[src/rtl/dcache_pkg.sv]
// Shared definitions for the direct-mapped write-back data cache.
// Holds the controller state encoding, the fixed word/line geometry and
// helpers that derive index and tag widths from the number of lines.
package dcache_pkg;

  localparam int ADDR_BITS   = 32;
  localparam int WORD_BITS   = 32;
  localparam int LINE_BITS   = 128;
  localparam int OFFSET_BITS = 4;

  // Controller states, kept as plain constants so older tools can read them.
  typedef logic [1:0] state_t;
  localparam logic [1:0] ST_IDLE      = 2'd0;
  localparam logic [1:0] ST_WRITEBACK = 2'd1;
  localparam logic [1:0] ST_ALLOCATE  = 2'd2;

  function automatic int index_bits(input int num_lines);
    return $clog2(num_lines);
  endfunction

  function automatic int tag_bits(input int num_lines);
    return ADDR_BITS - OFFSET_BITS - $clog2(num_lines);
  endfunction

endpackage

[src/rtl/dcache_sram.sv]
// Storage for the data cache: per-line valid, dirty, tag and data.
// Ports:
//   clk_i, rst_i        clock and synchronous active-high reset
//   rd_idx_i            asynchronous read index
//   rd_valid_o/_dirty_o line status at rd_idx_i
//   rd_tag_o, rd_data_o tag and line data at rd_idx_i
//   wr_en_i, wr_idx_i   write strobe and line index
//   wr_mask_i           per-word write enables for the data
//   wr_data_i           line-wide write data (masked by wr_mask_i)
//   wr_tag_i, wr_dirty_i tag and dirty value stored on every write
// Only valid/dirty are reset; tag and data contents are don't-care while
// the line is invalid.
module dcache_sram
  import dcache_pkg::*;
#(
  parameter int NUM_LINES = 16,
  parameter int IDX_W     = 4,
  parameter int TAG_W     = 24,
  parameter int LINE_W    = 128
) (
  input  logic                        clk_i,
  input  logic                        rst_i,
  input  logic [IDX_W-1:0]            rd_idx_i,
  output logic                        rd_valid_o,
  output logic                        rd_dirty_o,
  output logic [TAG_W-1:0]            rd_tag_o,
  output logic [LINE_W-1:0]           rd_data_o,
  input  logic                        wr_en_i,
  input  logic [IDX_W-1:0]            wr_idx_i,
  input  logic [LINE_W/WORD_BITS-1:0] wr_mask_i,
  input  logic [LINE_W-1:0]           wr_data_i,
  input  logic [TAG_W-1:0]            wr_tag_i,
  input  logic                        wr_dirty_i
);

  localparam int NW = LINE_W / WORD_BITS;

  logic [LINE_W-1:0]    data_q [NUM_LINES];
  logic [TAG_W-1:0]     tag_q  [NUM_LINES];
  logic [NUM_LINES-1:0] valid_q;
  logic [NUM_LINES-1:0] dirty_q;

  assign rd_valid_o = valid_q[rd_idx_i];
  assign rd_dirty_o = dirty_q[rd_idx_i];
  assign rd_tag_o   = tag_q[rd_idx_i];
  assign rd_data_o  = data_q[rd_idx_i];

  always_ff @(posedge clk_i) begin
    if (wr_en_i) begin
      for (int w = 0; w < NW; w++) begin
        if (wr_mask_i[w]) begin
          data_q[wr_idx_i][w*WORD_BITS +: WORD_BITS] <= wr_data_i[w*WORD_BITS +: WORD_BITS];
        end
      end
      tag_q[wr_idx_i] <= wr_tag_i;
    end
  end

  // Any write leaves the line valid: both the fill and a store hit target a
  // line that is (or becomes) resident.
  always_ff @(posedge clk_i) begin
    if (rst_i) begin
      valid_q <= '0;
      dirty_q <= '0;
    end else if (wr_en_i) begin
      valid_q[wr_idx_i] <= 1'b1;
      dirty_q[wr_idx_i] <= wr_dirty_i;
    end
  end

endmodule

[src/rtl/dcache_controller.sv]
// Direct-mapped, write-back, write-allocate data cache controller.
// Ports:
//   clk_i, rst_i    clock, synchronous active-high reset
//   cpu_req_i       CPU load/store request
//   cpu_we_i        1 = store, 0 = load
//   cpu_addr_i      byte address (bits [1:0] ignored)
//   cpu_wdata_i     store data
//   cpu_rdata_o     load data on a hit, else 0
//   cpu_stall_o     stall the pipeline while a miss is being serviced
//   mem_req_o       registered backing-memory request
//   mem_we_o        1 = line write-back, 0 = line fill
//   mem_addr_o      line-aligned memory address
//   mem_wdata_o     victim line for write-back
//   mem_rdata_i     fill line, valid with mem_ack_i
//   mem_ack_i       one-cycle completion pulse
module dcache_controller #(
  parameter int NUM_LINES = 16,
  parameter int LINE_BITS = 128
) (
  input  logic                 clk_i,
  input  logic                 rst_i,
  input  logic                 cpu_req_i,
  input  logic                 cpu_we_i,
  input  logic [31:0]          cpu_addr_i,
  input  logic [31:0]          cpu_wdata_i,
  output logic [31:0]          cpu_rdata_o,
  output logic                 cpu_stall_o,
  output logic                 mem_req_o,
  output logic                 mem_we_o,
  output logic [31:0]          mem_addr_o,
  output logic [LINE_BITS-1:0] mem_wdata_o,
  input  logic [LINE_BITS-1:0] mem_rdata_i,
  input  logic                 mem_ack_i
);

  import dcache_pkg::*;

  localparam int IDX_W  = index_bits(NUM_LINES);
  localparam int TAG_W  = tag_bits(NUM_LINES);
  localparam int NWORDS = LINE_BITS / WORD_BITS;

  // Address fields
  logic [1:0]       cpu_off;
  logic [IDX_W-1:0] cpu_idx;
  logic [TAG_W-1:0] cpu_tag;
  logic             unused_addr_bits;

  assign cpu_off          = cpu_addr_i[OFFSET_BITS-1:2];
  assign cpu_idx          = cpu_addr_i[OFFSET_BITS +: IDX_W];
  assign cpu_tag          = cpu_addr_i[ADDR_BITS-1 -: TAG_W];
  assign unused_addr_bits = ^cpu_addr_i[1:0];

  // Controller state
  state_t               state_q, state_d;
  logic                 mem_req_q, mem_req_d;
  logic                 mem_we_q, mem_we_d;
  logic [31:0]          mem_addr_q, mem_addr_d;
  logic [LINE_BITS-1:0] mem_wdata_q, mem_wdata_d;
  // Missing line is captured so the fill completes even if the CPU drops
  // its request mid-miss.
  logic [TAG_W-1:0]     miss_tag_q, miss_tag_d;
  logic [IDX_W-1:0]     miss_idx_q, miss_idx_d;

  // Storage interface
  logic                 rd_valid, rd_dirty;
  logic [TAG_W-1:0]     rd_tag;
  logic [LINE_BITS-1:0] rd_data;
  logic                 wr_en;
  logic [IDX_W-1:0]     wr_idx;
  logic [NWORDS-1:0]    wr_mask;
  logic [LINE_BITS-1:0] wr_data;
  logic [TAG_W-1:0]     wr_tag;
  logic                 wr_dirty;

  logic                 tag_match;
  logic                 ack;
  logic                 stall;
  logic [31:0]          rdata;

  dcache_sram #(
    .NUM_LINES (NUM_LINES),
    .IDX_W     (IDX_W),
    .TAG_W     (TAG_W),
    .LINE_W    (LINE_BITS)
  ) u_sram (
    .clk_i      (clk_i),
    .rst_i      (rst_i),
    .rd_idx_i   (cpu_idx),
    .rd_valid_o (rd_valid),
    .rd_dirty_o (rd_dirty),
    .rd_tag_o   (rd_tag),
    .rd_data_o  (rd_data),
    .wr_en_i    (wr_en),
    .wr_idx_i   (wr_idx),
    .wr_mask_i  (wr_mask),
    .wr_data_i  (wr_data),
    .wr_tag_i   (wr_tag),
    .wr_dirty_i (wr_dirty)
  );

  assign tag_match = rd_valid && (rd_tag == cpu_tag);
  // An ack only counts while a request is outstanding.
  assign ack       = mem_ack_i && mem_req_q;

  always_comb begin
    state_d     = state_q;
    mem_req_d   = mem_req_q;
    mem_we_d    = mem_we_q;
    mem_addr_d  = mem_addr_q;
    mem_wdata_d = mem_wdata_q;
    miss_tag_d  = miss_tag_q;
    miss_idx_d  = miss_idx_q;
    wr_en       = 1'b0;
    wr_idx      = cpu_idx;
    wr_mask     = '0;
    wr_data     = {NWORDS{cpu_wdata_i}};
    wr_tag      = cpu_tag;
    wr_dirty    = 1'b1;
    stall       = 1'b0;
    rdata       = '0;

    case (state_q)
      ST_IDLE: begin
        if (cpu_req_i) begin
          if (tag_match) begin
            if (cpu_we_i) begin
              wr_en   = 1'b1;
              wr_mask = NWORDS'(1) << cpu_off;
            end else begin
              rdata = rd_data[cpu_off*WORD_BITS +: WORD_BITS];
            end
          end else begin
            stall      = 1'b1;
            miss_tag_d = cpu_tag;
            miss_idx_d = cpu_idx;
            mem_req_d  = 1'b1;
            if (rd_valid && rd_dirty) begin
              state_d     = ST_WRITEBACK;
              mem_we_d    = 1'b1;
              mem_addr_d  = {rd_tag, cpu_idx, {OFFSET_BITS{1'b0}}};
              mem_wdata_d = rd_data;
            end else begin
              state_d    = ST_ALLOCATE;
              mem_we_d   = 1'b0;
              mem_addr_d = {cpu_tag, cpu_idx, {OFFSET_BITS{1'b0}}};
            end
          end
        end
      end
      ST_WRITEBACK: begin
        stall = 1'b1;
        // Request stays high; switching to the fill is signalled by mem_we_o.
        if (ack) begin
          state_d    = ST_ALLOCATE;
          mem_we_d   = 1'b0;
          mem_addr_d = {miss_tag_q, miss_idx_q, {OFFSET_BITS{1'b0}}};
        end
      end
      ST_ALLOCATE: begin
        stall = 1'b1;
        if (ack) begin
          wr_en     = 1'b1;
          wr_idx    = miss_idx_q;
          wr_mask   = '1;
          wr_data   = mem_rdata_i;
          wr_tag    = miss_tag_q;
          wr_dirty  = 1'b0;
          state_d   = ST_IDLE;
          mem_req_d = 1'b0;
          mem_we_d  = 1'b0;
        end
      end
      default: begin
        state_d   = ST_IDLE;
        mem_req_d = 1'b0;
      end
    endcase

    // Reset masks the CPU-facing outputs and blocks store-hit writes.
    if (rst_i) begin
      stall = 1'b0;
      rdata = '0;
      wr_en = 1'b0;
    end
  end

  always_ff @(posedge clk_i) begin
    if (rst_i) begin
      state_q     <= ST_IDLE;
      mem_req_q   <= 1'b0;
      mem_we_q    <= 1'b0;
      mem_addr_q  <= '0;
      mem_wdata_q <= '0;
    end else begin
      state_q     <= state_d;
      mem_req_q   <= mem_req_d;
      mem_we_q    <= mem_we_d;
      mem_addr_q  <= mem_addr_d;
      mem_wdata_q <= mem_wdata_d;
    end
  end

  always_ff @(posedge clk_i) begin
    miss_tag_q <= miss_tag_d;
    miss_idx_q <= miss_idx_d;
  end

  assign cpu_stall_o = stall;
  assign cpu_rdata_o = rdata;
  assign mem_req_o   = mem_req_q;
  assign mem_we_o    = mem_we_q;
  assign mem_addr_o  = mem_addr_q;
  assign mem_wdata_o = mem_wdata_q;

endmodule

[config.mk]
export PLATFORM = sky130hd
export DESIGN_NAME = dcache_controller
export DESIGN_NICKNAME = d
export VERILOG_FILES = /design/src/rtl/dcache_pkg.sv /design/src/rtl/dcache_sram.sv /design/src/rtl/dcache_controller.sv
export SDC_FILE = /design/constraint.sdc
export NUM_CORES = 2
export LEC_CHECK = 0
export CAP_MARGIN = 20
export CORE_ASPECT_RATIO = 0.9
export CORE_MARGIN = 1.5
export CORE_UTILIZATION = 25
export DETAILED_ROUTE_END_ITERATION = 16
export PLACE_DENSITY = 0.4
export SLEW_MARGIN = 20
export SYNTH_ARGS = -nofsm -noshare
export SYNTH_HDL_FRONTEND = slang
export SYNTH_HIERARCHICAL = 1
export SYNTH_SLANG_ARGS = --single-unit
[constraint.sdc]
create_clock -name clk_i -period 17.24 [get_ports clk_i]
set_input_delay 3.448 -clock clk_i [delete_from_list [all_inputs] [get_ports clk_i]]
set_output_delay 3.448 -clock clk_i [all_outputs]
set_load 0.01 [all_outputs]
Word-level counts from Yosys, hierarchy flattened
Memory sizes are Yosys's and may differ from the RTL's.
Cells that the tools add are included.
- bits in registers: 224
- memory bits (writable): 2432
- output and inout port bits: 195
- logic and storage cells: 109
- memories kept: 2
- memories (name ; words ; width ; rd ports ; clocked after Yosys merged registers in ; write ports ; RTL line ; source):
    u_sram.data_q ; 16 ; 128 ; 1 ; 0 ; 1 ; dcache_sram.sv:38 ; logic [LINE_W-1:0] data_q [NUM_LINES];
    u_sram.tag_q ; 16 ; 24 ; 1 ; 0 ; 1 ; dcache_sram.sv:39 ; logic [TAG_W-1:0] tag_q [NUM_LINES];
- order comparisons: 3
- equality and inequality tests: 8
- shift-type cells: 2
- mux-type cells: 68
- bitwise operators: 3
- reduce and logical (&&, ||, !) cells: 14
- operator list (cell ; count):
    $mux 32 ; 9
    $mux 128 ; 2
    $shiftx 128x8->32 ; 1
    $pmux 32 s2 ; 1
    $mux 24 ; 2
    $mux 1 ; 33
    $eq 24x24->1 ; 1
    $mux 4 ; 6
    $reduce_and 4->1 ; 5
    $bwmux 16 ; 1
    $or 16x16->16 ; 1
    $lt 4x5->1 const B ; 2
    $mux 2 ; 5
    $bmux 1 s4 ; 2
    $ne 2x2->1 const B ; 4
    $pmux 4 s2 ; 1
    $pmux 1 s2 ; 3
    $pmux 2 s3 ; 1
    $demux 1 s4 ; 1
    $ge 4x1->1 const B ; 1
    $logic_and 1x1->1 ; 4
    $reduce_bool 2->1 ; 2
    $shl 1x2->4 const A ; 1
    $pmux 1 s3 ; 1
    7 further kinds ; 8

Depth between registers and ports, before layout
- depth in word-level cells: 9
- gate-level depth with buffers: 19
- depth with buffers taken out: 12

Modules after synthesis
Netlist, hierarchy kept.
- modules (own cells, without submodules) (module ; times used ; cells an instance ; area each (µm²)):
    dcache_sram ; 1 ; 4029 ; 92899.1
    dcache_controller ; 1 ; 1222 ; 10088.4

Least setup slack after synthesis
Ideal clock, no wire load.
- kind: in2out
- start: input cpu_addr_i[4]
- end: output cpu_stall_o
- data arrival time: 6955 ps
- data required time: 13792 ps
- path slack: 6837 ps
- cell stages on the path: 14
- path through: buf_2 -> buf_6 -> buf_2 -> buf_2 -> mux2_2 -> a222oi_1 -> mux2i_1 -> xnor2_1 -> nand4_1 -> nor3_2 -> and2_1 -> clkbuf_1 -> nor2_1 -> o21a_1
- word-level cells in the longest chain between the ends: 7
- ends and longest elaborated chain (item ; RTL line ; source):
    start, declared ; dcache_controller.sv:24 ; input logic [31:0] cpu_addr_i,
    $mem_v2 16x24 ; -- ;
    named net rd_tag[0] ; dcache_controller.sv:66 ; logic [TAG_W-1:0] rd_tag;
    $eq 24x24->1 ; dcache_controller.sv:101 ; assign tag_match = rd_valid && (rd_tag == cpu_tag);
    $logic_and 1x1->1 ; dcache_controller.sv:101 ;
    $mux 1 ; dcache_controller.sv:125 ; if (tag_match) begin
    $mux 1 ; dcache_controller.sv:124 ; if (cpu_req_i) begin
    $pmux 1 s2 ; dcache_controller.sv:122 ; case (state_q)
    $mux 1 ; dcache_controller.sv:180 ; if (rst_i) begin
    end, declared ; dcache_controller.sv:27 ; output logic cpu_stall_o,
The timed path passes the listed nets, and every way through them passes these cells. The select of a mux whose other input is x is not followed.

Worst setup path after layout
- start: input cpu_addr_i[5]
- end: output cpu_rdata_o[8]
- word-level cells in the longest chain between the ends: 7
- ends and longest elaborated chain (item ; RTL line ; source):
    $mem_v2 16x24 ; -- ;
    named net rd_tag[16] ; dcache_controller.sv:66 ;
    $eq 24x24->1 ; dcache_controller.sv:101 ;
    $logic_and 1x1->1 ; dcache_controller.sv:101 ;
    $mux 32 ; dcache_controller.sv:125 ;
    $mux 32 ; dcache_controller.sv:124 ;
    $mux 32 ; dcache_controller.sv:122 ;
    $mux 32 ; dcache_controller.sv:180 ;
    end, declared ; dcache_controller.sv:26 ; output logic [31:0] cpu_rdata_o,
The timed path passes the listed nets, and every way through them passes these cells. The select of a mux whose other input is x is not followed.

==> impl_results.md <==
- Multi-input gate area: 0.0241 mm^2
- Max clock buf depth: 4
- Core Region: 0.410 mm^2
- EDFF count, synth: 2,460
- Netlist Area Pre-Place: 0.103 mm^2
- Post-synthesis simple-gate area fraction: 3.77%
- Cts bufs inserted: 305
- Post-CTS setup buffer count: 0
- Number of DRC markers in iteration 0: 5,163
- Mux contribution to synthesized area: 16.1%
- Synth Area in Compound Gates: 2.92%
- Max VDD drop: 63.7 uV
- Internal Pwr Total: 11.1 mW
- Min-Delay Path Depth: 2
- Sequential fraction of design power: 49.4%
- Clk root buf: clkbuf_16
- Detail Placement HPWL: 227,000 um
- Final worst-path cycle share: 71.0%
- Pwr/cell area: 118 mW/mm^2
- Fill cell count: 40.2k
- Worst R2R End: u_sram/data_q[14][103]$_DFFE_PP_
- Routed WL: 378,000 um
- CTS tree: done
- XOR/XNOR Fraction of Synth Area: 0.204%
- Initial antenna violation count: 75
- Final instance area: 0.123 mm^2
- Largest net degree at the start of global routing: 118
- Top fanout value on the critical path: 96
- Switching pwr: 3.40 mW
- Hold crit path type: reg2reg
- Post-CTS Resized: 0
- Worst skew pair latency: 0.92 ns
- Die height: 612 um
- Synthesis-to-layout area growth: 19.9%
- Die width: 680 um
- MaxCap Viol Count: 0
- Largest family of logic cells by synthesized area: multiplexers
- First-pass GRT wire length: 502,000 um
- 1st-pass router iterations: 6
- R2R Setup Slk: 10.35 ns
- Minimum clock period: 12.24 ns
- Fin util: 30.1%
- Fmax: 81.7 MHz
- Largest cells by area after synthesis: edfxtp_1 72%, mux4_2 13%, dfxtp_1 3.7%
- Site row count: 223
- Cell Count, Final, Fillers Out: 11.4k
- Remaining DRCs: 0
- Post-DR wirelength/cell: 33.0 um
- Final Hold Fails: 0
- Io pins: 392
- RSZ-0062 raised after global routing: no
- GRT overflow: 0
- Switching share of power: 23.4%
- Cell variety after synth: 47
- Reg area: 0.0777 mm^2
- Total GRT Usage: 17.7%
- Via count: 54.4k
- Startpoint types: input pin
- Die ar.: 0.416 mm^2
- Vias per cell: 4.75
- CTS HTree Levels: 5
- Fin worst setup slack: 5.00 ns
- Total power: 14.5 mW
- Cell taking the most area after synthesis: edfxtp_1
- Comb power frac: 7.4%
- LEAKAGE: 38.7 nW
- Synth Instances: 5,251
- Final Max Tran Viols: 0
- CTS Sinks: 2,652
- Routed Antenna Nets: 0
- Clk pwr share: 43.2%
- Hold path start: u_sram/valid_q[3]$_SDFFE_PP0P_
- Initial Util: 25.1%
- Req. time, crit path: 13.79 ns
- Outcome: completed
- IO Port Bufs: 385
- Register bit total from synthesis: 2,652
- Top-area cell type share of the netlist area: 71.7%
- Placed Cells: 10.9k
- Vias in the first global route: 55.6k
- Sequential area share after synthesis: 75.5%
- Setup TNS Final: 0 ns
- Hold Path End: u_sram/valid_q[3]$_SDFFE_PP0P_
- Place WS: 4.93 ns
- R2r startpoint: u_sram/tag_q[11][20]$_DFFE_PP_
- Adder-Cell Fraction of Synth Area: 0.0486%
- Ys async rst share: 0%
- Worst EP arrival: 8.79 ns
- Most frequent cells after synthesis: 2,460 x edfxtp_1, 617 x mux4_2, 512 x nand2_1, 208 x a22oi_1, 208 x mux2i_1
- Placer Congestion: 0.760
- Ys flop type: edfxtp_1
- CP Class: in2out
- Most common cell in the netlist: edfxtp_1
- Hold Slack: 0.472 ns
- Final Skew: 0.0682 ns
- Final net count: 5,990
- Clock-pin slew on the worst setup and hold paths: 0.06 ns
- Post-Place Cell Area: 0.114 mm^2
- Layout cells sized above 1: 23.2%
- Final Setup Violations: 0
- Slew @ Worst Pin: 1.15 ns
- Synthesized area per cell: 19.6 um^2
- Yosys warns: 6
- # hold bufs at CTS: 0
- CP endpoint kind: output port
- Worst R2R Path Depth: 12
- Rel. slew slack: 21.8%
==> per-layer routing <==
layer	track usage, %	vias up	routed length, um	part of all wire, %
li1	-	22500	-	-
met1	23.5	29700	160000	42
met2	30.3	1757	188000	50
met3	2.39	421	18600	4.9
met4	5.22	6	11400	3.0
met5	0	-	37	0.0098
==> cells in the final DEF (no fill, tap or decap), types with 7 or more instances in the layout <==
master and instances:
edfxtp_1 2460, clkinv_1 57, inv_6 9, nor2b_1 32, a22oi_1 208, diode_2 17, buf_4 174, buf_12 7
nor3_2 9, nand2b_1 9, nand4_1 9, dfxtp_1 192, clkbuf_1 75, nor2_1 176, and3_2 60, mux2i_1 203
o31ai_1 8, nor2_4 11, nand2_1 498, clkbuf_16 315, clkdlybuf4s50_1 378, o21ai_0 63, xnor2_1 24, a222oi_1 21
o22ai_1 60, nand2_2 14, a21oi_1 63, clkbuf_8 9, mux2_2 54, clkinv_2 46, mux4_2 617, nand3_1 46
bufinv_16 19
==> kinds of logic (layout without fill, tap and decap cells) <==
logic type,after synthesis,in the layout
flip-flops,2652,2652
AND/OR/NAND/NOR,907,907
multiplexers,879,879
AO/OA/AOI/OAI,444,444
buffers and inverters,340,1107
XOR/XNOR,24,24
adder cells (fa/ha/maj),4,4
other,1,21
==> worst max-delay path: stages <==
cell             delay (ns)
buf_8                  0.54
buf_12                 0.59
nor2b_2                0.49
buf_4                  0.39
a22oi_1                0.13
nand2_1                0.26
xnor2_1                0.16
nand4_1                0.13
nor3_2                 0.46
nand2_1                0.18
or4_4                  0.77
nor2b_1                0.28
clkdlybuf4s50_1        0.56
==> worst max-delay path by stage <==
stage	slack, ns	end	from
2_1_floorplan	6.84	cpu_stall_o	cpu_addr_i[4]
3_3_place_gp	4.91	cpu_rdata_o[31]	cpu_addr_i[4]
3_5_place_dp	4.93	cpu_rdata_o[31]	cpu_addr_i[6]
4_1_cts	4.90	cpu_rdata_o[31]	cpu_addr_i[6]
5_1_grt	4.69	cpu_rdata_o[9]	cpu_addr_i[5]
6_report	5.00	cpu_rdata_o[8]	cpu_addr_i[5]
==> cell type report <==
class / instances / share of cell area [%]
well taps: 5400 / 5.47
flip-flops and latches: 2652 / 63.0
repair buffers: 564 / 4.29
clock inverters: 141 / 0.990
inverters: 4 / 0.0132
multi-input cells: 2262 / 19.5
diodes: 17 / 0.0345
clock buffers: 398 / 6.70
==> flip-flops by register name, summed over array words and instances, names as in the netlist <==
| name | count |
|---|---|
| u_sram/data_q | 2048 |
| u_sram/tag_q | 384 |
| mem_wdata_o | 128 |
| mem_addr_o | 28 |
| miss_tag_q | 24 |
| u_sram/dirty_q | 16 |
| u_sram/valid_q | 16 |
| miss_idx_q | 4 |
| state_q | 2 |
| mem_req_o | 1 |
| mem_we_o | 1 |
==> power by group through the flow <==
stage          Combinational [mW]  Clock, mW  Sequential [mW]
2_1_floorplan               0.510          0             7.30
3_3_place_gp                 1.09          0             7.31
3_5_place_dp                 1.11          0             7.31
4_1_cts                      1.11       6.42             7.18
5_1_grt                      1.14       6.67             7.18
6_report                     1.08       6.27             7.18
No activity file was read; power rests on OpenSTA's default activity.
